File: src/rtl/cim_weight_loader.sv
`default_nettype none
// ============================================================================
// Module   : cim_weight_loader
// Purpose  : Write-side controller for the dual-bank CIM weight array.
//            Takes a load command (bank mask, start row, word count) and a
//            stream of weight words, and turns each word into a
//            setup / one-cycle write pulse / hold sequence on the shared
//            data bus D and the per-bank one-hot row enables WA0/WA1.
// Revision : 1.0 - initial release
// ============================================================================
module cim_weight_loader #(
  parameter int DW   = 24,
  parameter int ROWS = 8
) (
  input  logic            clk,
  input  logic            rst_n,
  // load command
  input  logic            cmd_valid,
  output logic            cmd_ready,
  input  logic [1:0]      cmd_bank,
  input  logic [2:0]      cmd_row,
  input  logic [3:0]      cmd_len,
  // weight word stream
  input  logic            in_valid,
  output logic            in_ready,
  input  logic [DW-1:0]   in_data,
  // cancel of the load in progress
  input  logic            abort,
  // array write port
  output logic [DW-1:0]   D,
  output logic [ROWS-1:0] WA0,
  output logic [ROWS-1:0] WA1,
  // status
  output logic            busy,
  output logic            done
);

  // --------------------------------------------------------------------------
  // State encoding
  // --------------------------------------------------------------------------
  localparam logic [2:0] c_IDLE  = 3'd0;
  localparam logic [2:0] c_WAIT  = 3'd1;
  localparam logic [2:0] c_SETUP = 3'd2;
  localparam logic [2:0] c_PULSE = 3'd3;
  localparam logic [2:0] c_HOLD  = 3'd4;

  // A single load never writes more words than there are rows in a bank.
  localparam logic [3:0] c_MAX_LEN  = 4'd8;
  localparam logic [2:0] c_LAST_ROW = 3'(ROWS - 1);

  // --------------------------------------------------------------------------
  // Registers
  // --------------------------------------------------------------------------
  logic [2:0]                r_state;
  logic [1:0]                r_bank;
  logic [2:0]                r_row;
  logic [3:0]                r_count;
  logic [DW-1:0]             r_data;
  logic [1:0][ROWS-1:0]      r_wa;
  logic                      r_done;
  // Low while in reset and until the first clock edge after release, so
  // cmd_ready is held off even though the state already reads IDLE.
  logic                      r_live;

  // --------------------------------------------------------------------------
  // Combinational helpers
  // --------------------------------------------------------------------------
  logic [2:0]                w_state_next;
  logic                      w_cmd_fire;
  logic                      w_in_fire;
  logic [3:0]                w_len_clamped;
  logic                      w_noop;
  logic                      w_start_pulse;
  logic                      w_finish;
  logic [ROWS-1:0]           w_onehot;
  logic [1:0][ROWS-1:0]      w_wa_next;

  assign cmd_ready     = r_live && (r_state == c_IDLE);
  assign in_ready      = (r_state == c_WAIT);
  assign busy          = (r_state != c_IDLE);

  assign w_cmd_fire    = cmd_valid && cmd_ready;
  assign w_in_fire     = in_valid && in_ready;

  assign w_len_clamped = (cmd_len > c_MAX_LEN) ? c_MAX_LEN : cmd_len;
  // An empty load or an empty bank mask completes without touching the array.
  assign w_noop        = (w_len_clamped == 4'd0) || (cmd_bank == 2'b00);

  // The write pulse is launched from SETUP unless the load is being cancelled,
  // which is how a word already accepted but not yet pulsed gets dropped.
  assign w_start_pulse = (r_state == c_SETUP) && !abort;

  // Last word of the load leaves HOLD normally; an abort suppresses done.
  assign w_finish      = (r_state == c_HOLD) && !abort && (r_count <= 4'd1);

  assign w_onehot      = ROWS'(1) << r_row;

  // Per-bank enable: one-hot row only for banks selected in the mask.
  for (genvar b = 0; b < 2; b++) begin : g_bank
    assign w_wa_next[b] = (w_start_pulse && r_bank[b]) ? w_onehot : '0;
  end

  // Next-state logic; abort returns any active state straight to IDLE.
  always_comb begin
    w_state_next = r_state;
    case (r_state)
      c_IDLE: begin
        if (w_cmd_fire && !w_noop) begin
          w_state_next = c_WAIT;
        end
      end
      c_WAIT: begin
        if (abort) begin
          w_state_next = c_IDLE;
        end else if (w_in_fire) begin
          w_state_next = c_SETUP;
        end
      end
      c_SETUP: begin
        w_state_next = abort ? c_IDLE : c_PULSE;
      end
      c_PULSE: begin
        w_state_next = abort ? c_IDLE : c_HOLD;
      end
      c_HOLD: begin
        if (abort || (r_count <= 4'd1)) begin
          w_state_next = c_IDLE;
        end else begin
          w_state_next = c_WAIT;
        end
      end
      default: begin
        w_state_next = c_IDLE;
      end
    endcase
  end

  // State register.
  always_ff @(posedge clk or negedge rst_n) begin
    if (!rst_n) begin
      r_state <= c_IDLE;
    end else begin
      r_state <= w_state_next;
    end
  end

  // Marks the controller usable from the first edge after reset release.
  always_ff @(posedge clk or negedge rst_n) begin
    if (!rst_n) begin
      r_live <= 1'b0;
    end else begin
      r_live <= 1'b1;
    end
  end

  // Load context: bank mask, row pointer and remaining word count.
  always_ff @(posedge clk or negedge rst_n) begin
    if (!rst_n) begin
      r_bank  <= 2'b00;
      r_row   <= 3'd0;
      r_count <= 4'd0;
    end else if (w_cmd_fire) begin
      r_bank  <= cmd_bank;
      r_row   <= cmd_row;
      r_count <= w_len_clamped;
    end else if ((r_state == c_HOLD) && !abort) begin
      r_row   <= (r_row == c_LAST_ROW) ? 3'd0 : (r_row + 3'd1);
      r_count <= r_count - 4'd1;
    end
  end

  // Data bus: captures a word only when it is accepted for writing, and
  // otherwise keeps the last written word on the bus.
  always_ff @(posedge clk or negedge rst_n) begin
    if (!rst_n) begin
      r_data <= '0;
    end else if (w_in_fire && !abort) begin
      r_data <= in_data;
    end
  end

  // Row enables: high for exactly the PULSE cycle, zero everywhere else.
  always_ff @(posedge clk or negedge rst_n) begin
    if (!rst_n) begin
      r_wa <= '0;
    end else begin
      r_wa <= w_wa_next;
    end
  end

  // Completion pulse, for both real loads and no-op commands.
  always_ff @(posedge clk or negedge rst_n) begin
    if (!rst_n) begin
      r_done <= 1'b0;
    end else begin
      r_done <= (w_cmd_fire && w_noop) || w_finish;
    end
  end

  assign D    = r_data;
  assign WA0  = r_wa[0];
  assign WA1  = r_wa[1];
  assign done = r_done;

endmodule
`default_nettype wire

File: config.mk
export PLATFORM = sky130hd
export DESIGN_NAME = cim_weight_loader
export DESIGN_NICKNAME = d
export VERILOG_FILES = /design/src/rtl/cim_weight_loader.sv
export SDC_FILE = /design/constraint.sdc
export NUM_CORES = 1
export LEC_CHECK = 0
export BUFFER_PORTS_ARGS = -buffer_cell sky130_fd_sc_hd__buf_4
export CORE_MARGIN = 2
export CORE_UTILIZATION = 30
export CTS_CLUSTER_SIZE = 30
export DETAILED_ROUTE_END_ITERATION = 7
export GPL_ROUTABILITY_DRIVEN = 0
export SLEW_MARGIN = 20
export SYNTH_ARGS = -nofsm -noshare
export SYNTH_HDL_FRONTEND = slang
export SYNTH_SLANG_ARGS = --single-unit
export TNS_END_PERCENT = 5
File: constraint.sdc
create_clock -name clk -period 3.7 [get_ports clk]
set_input_delay 0.185 -clock clk [delete_from_list [all_inputs] [get_ports clk]]
set_output_delay 0.185 -clock clk [all_outputs]
set_load 0.01 [all_outputs]
==> flow_results.org, run 1 <==
** Status
- The run finished with clean final reports.

** Cells and area
- Share of post-route cells with drive strength above 1 :: 44.7%
- The number of antenna diodes in the final layout is 0.
- The net count of the finished layout is 307.
- Post-route standard cell area excluding fillers :: 0.00312 mm^2
- Area growth from synthesis to layout :: 32.6%

** Global routing
- The via count of the first global-routing pass came to 1,608.
- Aggregate global-route resource usage :: 11.3%
- Global-route wire length before repair :: 7.77 mm
- The number of antenna violations at the first check in global routing is 0.
- Entering global routing, the biggest net connects 55 pins.
- Global route overflow :: 0

** Worst setup path
- STA puts the critical path data required time at 3.89 ns.
- The critical path is of the reg -> reg type.
- The worst setup path is launched from a flop.
- Crit. End Element :: flop
- Of all nets on the critical path, the largest fanout is 24.
- Arrival time at the worst endpoint :: 2.07 ns

** Clocking
- Clock latency at the later pin of the worst-skew pair :: 0.30 ns
- In this run, CTS created clock tree buffers numbering 5.
- After clock tree synthesis, the setup repair step added 0 buffers.
- Clock-pin transition on the worst setup and hold timing paths :: 0.10 ns
- TritonCTS sink count :: 54
- The clock tree synthesis step divided the H-tree into 2 levels.
- In this run the clock root is driven by a sky130_fd_sc_hd__clkbuf_8.
- No sink is reached through more buffers than the 2 on the longest clock path.
- Clock tree from TritonCTS :: built

** Die
- Die span in x :: 92.6 um
- The floorplan step set the die height to 92.6 um.
- Area enclosed by the die boundary :: 0.00857 mm^2
- Io pins :: 82
- Once the floorplan was initialized, standard cells occupied 30.8% of the core.
- The total area inside the core boundary comes to 0.00765 mm^2.
- Total number of placement rows :: 32

** Place
- Input and output buffers added on the ports amount to 81.
- The placed instances occupy a cell area of 0.00302 mm^2.
- Detailed placement finished with a half-perimeter wire length of 3.49 mm.

** Detailed routing
- ANT nets after route :: 0
- Number of vias after detailed routing :: 1,590
- In the routed design, unresolved DRC markers number 0.
- Dividing the detail-routed via count by the number of cells gives 4.37.
- For this block, the initial DRC count from the detailed router was 47.
- WL/cell :: 13.1 um
- Number of search-and-repair iterations in the first detailed-routing pass :: 4
- The final layout contains routed wiring with a total length of 4.75 mm.

** Synth
- Dominant cell type by area after synthesis :: sky130_fd_sc_hd__dfrtp_1
- In this run the biggest area consumer among cell types represents 57.4% of the synthesized area.
- Mean Syn Cell Area :: 13.2 um^2
- By area the synthesized netlist is led by sky130_fd_sc_hd__dfrtp_1, sky130_fd_sc_hd__mux2_4, sky130_fd_sc_hd__and3_1, sky130_fd_sc_hd__ha_1, sky130_fd_sc_hd__nand2_1.
- Share of the yosys chip area belonging to registers :: 57.4%
- Total of warnings raised by yosys :: 0
- Netlist area before placement :: 0.00235 mm^2
- After synthesis the netlist holds a flip-flop and latch count of 54.
- The netlist uses 36 different library cells.
- After technology mapping, the gate count stands at 178.
- The number of nets handed over by synthesis was 224.

** STA
- The clock period could shrink to 1.88 ns.
- Setup tns final :: 0 ns
- Worst hold slack :: 0.0875 ns
- For the final database, setup skew stands at 0.00536 ns.
- Final Hold Violating Endpoints :: 0
- Count of final setup violators :: 0
- At the pin with the least slew margin, the transition time is 0.659 ns.
- Of the available clock period, the critical path in the final layout requires 50.9%.
- The max-slew violation count came to 0.
- In this run the tightest slew margin relative to its limit is 56.1%.
- Setup repair after global routing left no endpoint under its margin.
- Max Clk Rate :: 531 MHz

** Min path
- Hold Crit Class :: in -> reg

** Power
- Overall power consumption after layout is estimated at 2.08 mW.
- Max rail drop VDD :: 0.232 mV
- Leakage power figure :: 1.65 nW
- Power spread over the standard cell area amounts to 667 mW/mm^2.

** Job
- The tool flagged a number of max-cap violations equal to 0.
-- report_power, final --
group | internal (mW) | total (mW) | switching [mW]
registers | 0.782 | 0.939 | 0.157
clock network | 0.133 | 0.328 | 0.195
logic | 0.481 | 0.814 | 0.333
-- synthesized netlist by cell type (all sizes together) --
cell type	number
dfrtp	54
mux2	24
and3	16
nand2	14
ha	8
nor2	8
inv	7
nor3	7
a21oi	6
buf	6
o21ai	5
and2	3
nand2b	3
or4b	2
a211oi	1
a221o	1
a22oi	1
a2bb2oi	1
a311oi	1
conb	1
mux2i	1
nand3	1
nor2b	1
nor4	1
nor4b	1
o211ai	1
o221ai	1
o22ai	1
or3	1
-- kinds of logic after synthesis --
family          Yosys count  share of synthesized area (%)
buf+inv                  13                           4.04
mux                      25                           15.1
compound gates           19                           5.26
fa+ha+maj                 8                           4.25
other cells               1                          0.159
flops                    54                           57.4
simple gates             58                           13.8
-- timing repair --
item,4_1_cts,5_1_grt
gates resized for setup,0,0
setup endpoints to repair,0,0
hold buffers,1,0
endpoints found under the hold margin,54,0
-- metrics by stage --
step | utilization [%] | setup slack [ns] | cells
final | 40.8 | 1.82 | 364
after CTS | 40.8 | 1.81 | 364
after floorplan | - | 1.94 | 178
after global placement | 39.5 | 1.87 | 355
after global routing | 40.8 | 1.73 | 364
after detailed placement | 39.5 | 1.83 | 355
-- layout make-up --
type	instances	area, um^2
Clock inverter	3	21.3
Sequential cell	54	1350
Inverter	7	26.3
Clock buffer	5	68.8
Fill cell	732	4530
Timing Repair Buffer	82	618
Tap cell	102	128
Multi-Input combinational cell	111	908
-- flip-flops by register name, indices dropped and copies added (netlist names) --
name     flops
D           24
WA0          8
WA1          8
done         1
r_bank       2
r_count      4
r_live       1
r_row        3
r_state      3
-- path summary, 6_finish.rpt --
path,from,to,slack [ns],cells after the start
worst max register to register,r_state[0],D[11],1.82,3
worst min register to register,D[8],D[8],0.52,1
max in group asynchronous,rst_n,D[10],2.81,2
worst max-delay path,r_state[0],D[11],1.82,3
min in group asynchronous,rst_n,WA0[2],0.45,2
worst min-delay path,cmd_row[0],r_row[0],0.09,3
-- routing by layer --
| layer | GRT usage, % | share of wire (%) | vias to the layer above |
|---|---|---|---|
| met5 | 0 | 0 | - |
| met4 | 3.23 | 0.51 | 0 |
| met3 | 3.09 | 5.9 | 2 |
| met2 | 17.2 | 46 | 42 |
| met1 | 15.9 | 47 | 761 |
| li1 | - | - | 785 |
-- critical path, stage by stage (launching register included) --
cell                       delay, ns
sky130_fd_sc_hd__dfrtp_1        0.55
sky130_fd_sc_hd__nand2b_4       0.08
sky130_fd_sc_hd__or4b_4         0.75
sky130_fd_sc_hd__mux2_4         0.37
-- layout by cell type (no fill, tap or decap), types with 2 or more instances in the layout --
cell and n:
sky130_fd_sc_hd__inv_1 7, sky130_fd_sc_hd__nor2_1 8, sky130_fd_sc_hd__nand2b_1 2, sky130_fd_sc_hd__dfrtp_1 54, sky130_fd_sc_hd__o21ai_0 4, sky130_fd_sc_hd__clkbuf_8 5, sky130_fd_sc_hd__buf_4 81, sky130_fd_sc_hd__nand2_1 14
sky130_fd_sc_hd__a21oi_1 6, sky130_fd_sc_hd__ha_1 8, sky130_fd_sc_hd__and3_1 16, sky130_fd_sc_hd__mux2_2 4, sky130_fd_sc_hd__mux2_4 20, sky130_fd_sc_hd__nor3_1 7, sky130_fd_sc_hd__and2_1 3
Note: power is estimated with default switching activity, not from simulation.
==> run 2: changes to the inputs <==
clock period = 1.7 ns   (was 3.7 ns; I/O delays follow)
==> flow_results.org, run 2 (synthesized netlist as in run 1, its figures left out) <==
** STA
- The clock period could shrink to 1.67 ns.
- Number of max-slew violations in the final report :: 0
- After layout, the worst setup slack is 0.0321 ns.
- Final Hold Violating Endpoints :: 0
- Measured against its own limit, the worst slew margin works out to 56.0%.
- Final worst path period share :: 98.1%
- Max Clock Skew :: 0.0110 ns
- For the pin with the worst max-slew slack, the measured transition is 0.660 ns.
- Setup repair after global routing left no endpoint under its margin.
- Setup violations remaining at the end of the flow were counted as 0.
- Max Clk Rate :: 600 MHz

** Global routing
- Global route overflow :: 0
- Global routing consumed, on the met1 layer, 15.0% of the routing resources.
- The first global-routing pass estimated 7.97 mm of wire.
- Global routing met3 resource utilization :: 2.77%
- Maximum number of pins on one net before global-route repair :: 55
- The global routing stage identified its most utilized layer as met2.
- The via count of the first global-routing pass was 1,711.
- Met2 global-route usage :: 19.8%
- The number of antenna violations at the first check in global routing was 0.
- Aggregate global-route resource usage :: 11.7%

** Job
- Max-Cap Viols :: 0

** Clocking
- TritonCTS built the clock tree.
- In this run the number of H-tree levels came out at 2.
- For the worst-skew pair, the clock arrives at the later sink with an insertion delay of 0.31 ns.
- Number of buffers inserted to repair setup after CTS :: 0
- TritonCTS sink count :: 54
- Clock tree buffer depth :: 2
- Clock buffers created by TritonCTS :: 5
- Clock-pin transition on the worst setup and hold timing paths :: 0.10 ns
- Cell chosen for the clock root :: sky130_fd_sc_hd__clkbuf_8

** Detailed routing
- ANT nets after route :: 0
- The pre-antenna-repair detailed-routing pass consisted of 5 iterations.
- In the routed layout, each cell is associated on average with a via count of 4.41.
- After detailed routing, the average wire length per cell comes to 12.7 um.
- In the routed design, unresolved DRC markers number 0.
- Initial DRC Count :: 56
- Summed over all layers, the routed wires come to 5.05 mm.
- Number of vias after detailed routing :: 1,748

** Worst setup path
- For the worst setup path, the data required time is 1.89 ns.
- Crit. End Element :: flop
- The critical path is of the reg -> reg type.
- Arrival time at the worst endpoint :: 1.86 ns
- Largest fanout of any net on the critical path :: 24
- Worst setup SP type :: flop

** Die
- For this configuration, the core starts out at a cell density of 30.8%.
- Io pins :: 82
- From bottom edge to top edge, the die measures 92.6 um.
- After floorplanning, the core was sized to cover 0.00765 mm^2.
- The die covers 0.00857 mm^2.
- Total number of placement rows :: 32
- The floorplan step set the die width to 92.6 um.

** Power
- The design draws 4.73 mW.
- For this design the static power due to leakage is 1.80 nW.
- Power density over the cells :: 1370 mW/mm^2
- IR analysis of the VDD net gives a maximum drop of 0.524 mV.

** Status
- The run finished with clean final reports.

** Cells and area
- Most common cell after layout, fill and taps aside :: sky130_fd_sc_hd__buf_4
- Area growth from synthesis to layout :: 46.2%
- With fillers left out, the area of the finished cells amounts to 0.00344 mm^2.
- The register with the most flip-flops in the layout has 24 of them.
- Number of nets in the layout :: 339
- In the layout the commonest cells are sky130_fd_sc_hd__buf_4, sky130_fd_sc_hd__dfrtp_1, sky130_fd_sc_hd__mux2_4, sky130_fd_sc_hd__dlygate4sd3_1, sky130_fd_sc_hd__and3_1.
- Excluding fillers, the count of instances in the completed layout stands at 396.
- The repair_antennas step left the layout with diodes totalling 0.
- Share of post-route cells with drive strength above 1 :: 45.9%
- Cells fill 45.0% of the core in the end.

** Place
- Number of cells in the design after placement :: 368
- At the placement stage, the worst setup path has a slack of 0.0226 ns.
- Number of port buffers :: 81
- Hpwl dp :: 3.47 mm
- Total placed instance area :: 0.00313 mm^2

** Min path
- Hold Crit Class :: in -> reg
-- run 2: changes by cell type in the layout (fill, tap and decap cells not counted), moves of 2 or more --
cell                            before  now
sky130_fd_sc_hd__dlygate4sd3_1       1   20
sky130_fd_sc_hd__buf_4              81   93
sky130_fd_sc_hd__dfrtp_1            54   52
sky130_fd_sc_hd__dfrtp_2             0    2
-- run 2: path summary, 6_finish.rpt --
path | start | to | slack [ns] | cells after the start
max in group asynchronous | rst_n | r_state[0] | 0.87 | 2
max | r_state[2] | D[14] | 0.03 | 4
max reg2reg | r_state[2] | D[14] | 0.03 | 4
min in group asynchronous | rst_n | WA0[2] | 0.36 | 2
min reg2reg | D[21] | D[21] | 0.52 | 1
min | cmd_row[1] | r_row[1] | 0.005 | 3
-- run 2: report_power, final --
| group | switching, mW | total, mW | internal [mW] |
|---|---|---|---|
| combinational | 0.798 | 1.98 | 1.18 |
| sequential | 0.314 | 2.02 | 1.71 |
| clock | 0.432 | 0.730 | 0.298 |
-- run 2: through the flow --
step / hold slack (ns) / TNS, ns
finish: 0.00513 / 0
floorplan: -0.211 / -0.498
global placement: 0.170 / 0
global route: 0.00136 / 0
CTS: 0.000445 / 0
detailed placement: 0.168 / 0
-- run 2: layout make-up --
cell class                      instances  area [um^2]
Fill cell                             715         4210
Sequential cell                        54         1350
Multi-Input combinational cell        111          922
Timing Repair Buffer                  114          918
Tap cell                              102          128
Clock buffer                            5         68.8
Inverter                                7         26.3
Clock inverter                          3         25.0
-- run 2: critical path: stages, from the launching register on --
cell and delay (ns):
sky130_fd_sc_hd__dfrtp_1 0.40, sky130_fd_sc_hd__nand2b_4 0.15, sky130_fd_sc_hd__or4b_4 0.49, sky130_fd_sc_hd__buf_12 0.19, sky130_fd_sc_hd__mux2_4 0.31
-- run 2: timing repair --
item,in CTS,in global routing
hold endpoints to repair,67,6
endpoints found under the setup margin,0,13
hold buffers,14,6
gates resized for setup,0,5
-- run 2: routing by layer --
layer | up-vias | routed length [um]
li1 | 850 | -
met1 | 839 | 2140
met2 | 53 | 2550
met3 | 6 | 297
met4 | 0 | 61
met5 | - | 0
==> run 3: changes to the inputs <==
SETUP_SLACK_MARGIN = 0.1   (was default)
==> flow_results.org, run 3 (synthesized netlist as in run 1, its figures left out) <==
** Clocking
- Clock tree buffer depth :: 2
- TritonCTS sink count :: 54
- TritonCTS built the clock tree.
- Clock-pin slew was measured on the worst setup and hold paths at 0.10 ns.
- Clock latency at the later pin of the worst-skew pair :: 0.31 ns
- The H-tree generated during clock tree synthesis spans 2 levels.
- In this run the clock root is driven by a sky130_fd_sc_hd__clkbuf_8.
- Clock buffers created by TritonCTS :: 5

** Cells and area
- Sequential cell area :: 0.00135 mm^2
- Compared with the post-synthesis result, the final layout area differs by 47.0%.
- The register with the most flip-flops in the layout has 24 of them.
- Multi-input gate area :: 935 um^2
- Leaving out fill and tap cells, the most frequent cell in the layout is sky130_fd_sc_hd__buf_4.
- In the final design database the tool counted 340 nets.
- After filler insertion, the fill cell instance count of the layout stands at 712.
- Inserted Diodes :: 0
- Most frequent cells in the layout :: sky130_fd_sc_hd__buf_4, sky130_fd_sc_hd__dfrtp_1, sky130_fd_sc_hd__mux2_4, sky130_fd_sc_hd__dlygate4sd3_1, sky130_fd_sc_hd__and3_1
- Share of post-route cells with drive strength above 1 :: 46.8%

** Min path
- Hold Crit Class :: in -> reg

** Detailed routing
- ANT nets after route :: 0
- Number of vias after detailed routing :: 1,754
- Initial DRC Count :: 43
- WL/cell :: 12.7 um
- Via density per instance :: 4.42
- Before antenna repair, the detailed router went through 4 iterations.
- Routed Wire Length :: 5.03 mm
- Number of remaining DRC errors :: 0

** Place
- Before CTS, the worst setup slack after placement is 0.0226 ns.
- Input and output buffers added on the ports amount to 81.
- Hpwl dp :: 3.47 mm

** Global routing
- The via count of the first global-routing pass was 1,716.
- After global routing the overflow that remains totals 0.
- The first global-routing pass estimated 7.97 mm of wire.
- The number of antenna violations at the first check in global routing was 0.
- Entering global routing, the biggest net connects 55 pins.
- Aggregate global-route resource usage :: 11.7%

** Power
- IR analysis of the VDD net gives a maximum drop of 0.523 mV.
- Leakage power figure :: 1.81 nW
- Design Power :: 4.76 mW
- Power density over the cells :: 1370 mW/mm^2

** Die
- Effective utilization at floorplan :: 30.8%
- After floorplanning, the core was sized to cover 0.00765 mm^2.
- Vert. Die Dim :: 92.6 um
- Total number of placement rows :: 32
- The die covers 0.00857 mm^2.
- The die is 92.6 um wide.
- For this design the top-level I/O count stands at 82.

** Worst setup path
- Arrival time at the worst endpoint :: 1.86 ns
- Largest fanout of any net on the critical path :: 24
- At the worst endpoint, the required time is 1.89 ns.
- The worst setup path is captured at a flop.
- The setup path with the least slack is of type reg -> reg.
- STA classifies the critical path startpoint as a flop.

** STA
- Number of max-slew violations in the final report :: 0
- The count of endpoints failing hold in the final timing report came to 0.
- The worst pin sits at a relative slew slack of 55.9%.
- For the pin with the worst max-slew slack, the measured transition is 0.661 ns.
- Setup violations remaining at the end of the flow were counted as 0.
- Tmin final :: 1.67 ns
- Static timing analysis puts the maximum clock frequency at 599 MHz.
- Hold timing on the final database bottoms out at a slack of 0.00523 ns.
- Max Clock Skew :: 0.0106 ns
- Setup slack closes at 0.0301 ns.
- The worst path uses 98.2% of the clock period.
- Unrepaired setup endpoints after global routing :: true

** Job
- Across the run, the number of max-cap violations was 0.

** Status
- The run finished with clean final reports.
-- run 3: cell types whose count changed in the layout (fill, tap and decap cells not counted), sizes merged --
cell  before  now
buf       94   95
-- run 3: power by group --
group	leakage (nW)	switching [mW]	internal, mW
logic	1.08	0.810	1.20
clock network	0.0447	0.431	0.298
registers	0.682	0.313	1.71
total	1.81	1.55	3.20
-- run 3: worst max-delay path, stage by stage (launching register included) --
cell and delay [ns]:
sky130_fd_sc_hd__dfrtp_1 0.40, sky130_fd_sc_hd__nand2b_4 0.15, sky130_fd_sc_hd__or4b_4 0.49, sky130_fd_sc_hd__buf_12 0.19, sky130_fd_sc_hd__mux2_4 0.31
-- run 3: metal layers --
metal / global-route usage, % / wire length [um]
met1: 14.9 / 2170
met2: 19.8 / 2540
met3: 2.77 / 259
met4: 3.36 / 61
met5: 0 / 0
-- run 3: final timing paths --
path,from,endpoint,slack (ns),cells past startpoint
setup / recovery,r_state[2],D[14],0.03,4
hold / removal,cmd_row[1],r_row[1],0.005,3
setup reg to reg,r_state[2],D[14],0.03,4
hold reg to reg,D[21],D[21],0.52,1
max in group asynchronous,rst_n,r_state[0],0.87,2
min in group asynchronous,rst_n,WA0[2],0.36,2
-- run 3: what timing repair did --
action	4_1_cts	5_1_grt
hold endpoints to repair	67	6
resized for setup	0	8
cloned	0	0
pin swaps	0	0
setup endpoints to repair	35	37
buffers inserted	0	1
hold buffers	14	6
-- run 3: final cells by class --
class,instances,area share (%)
repair buffers,115,26.7
well taps,102,3.69
clock buffers,5,1.99
multi-input cells,111,27.0
inverters,7,0.759
clock inverters,3,0.723
flip-flops and latches,54,39.1
-- run 3: per-stage QoR --
step | instances | instance area [um^2] | setup TNS [ns] | utilization, %
2_1_floorplan | 178 | 2360 | -0.498 | -
3_3_place_gp | 368 | 3130 | 0 | 41.0
3_5_place_dp | 368 | 3130 | 0 | 41.0
4_1_cts | 390 | 3370 | 0 | 44.0
5_1_grt | 397 | 3460 | 0 | 45.3
6_report | 397 | 3460 | 0 | 45.3
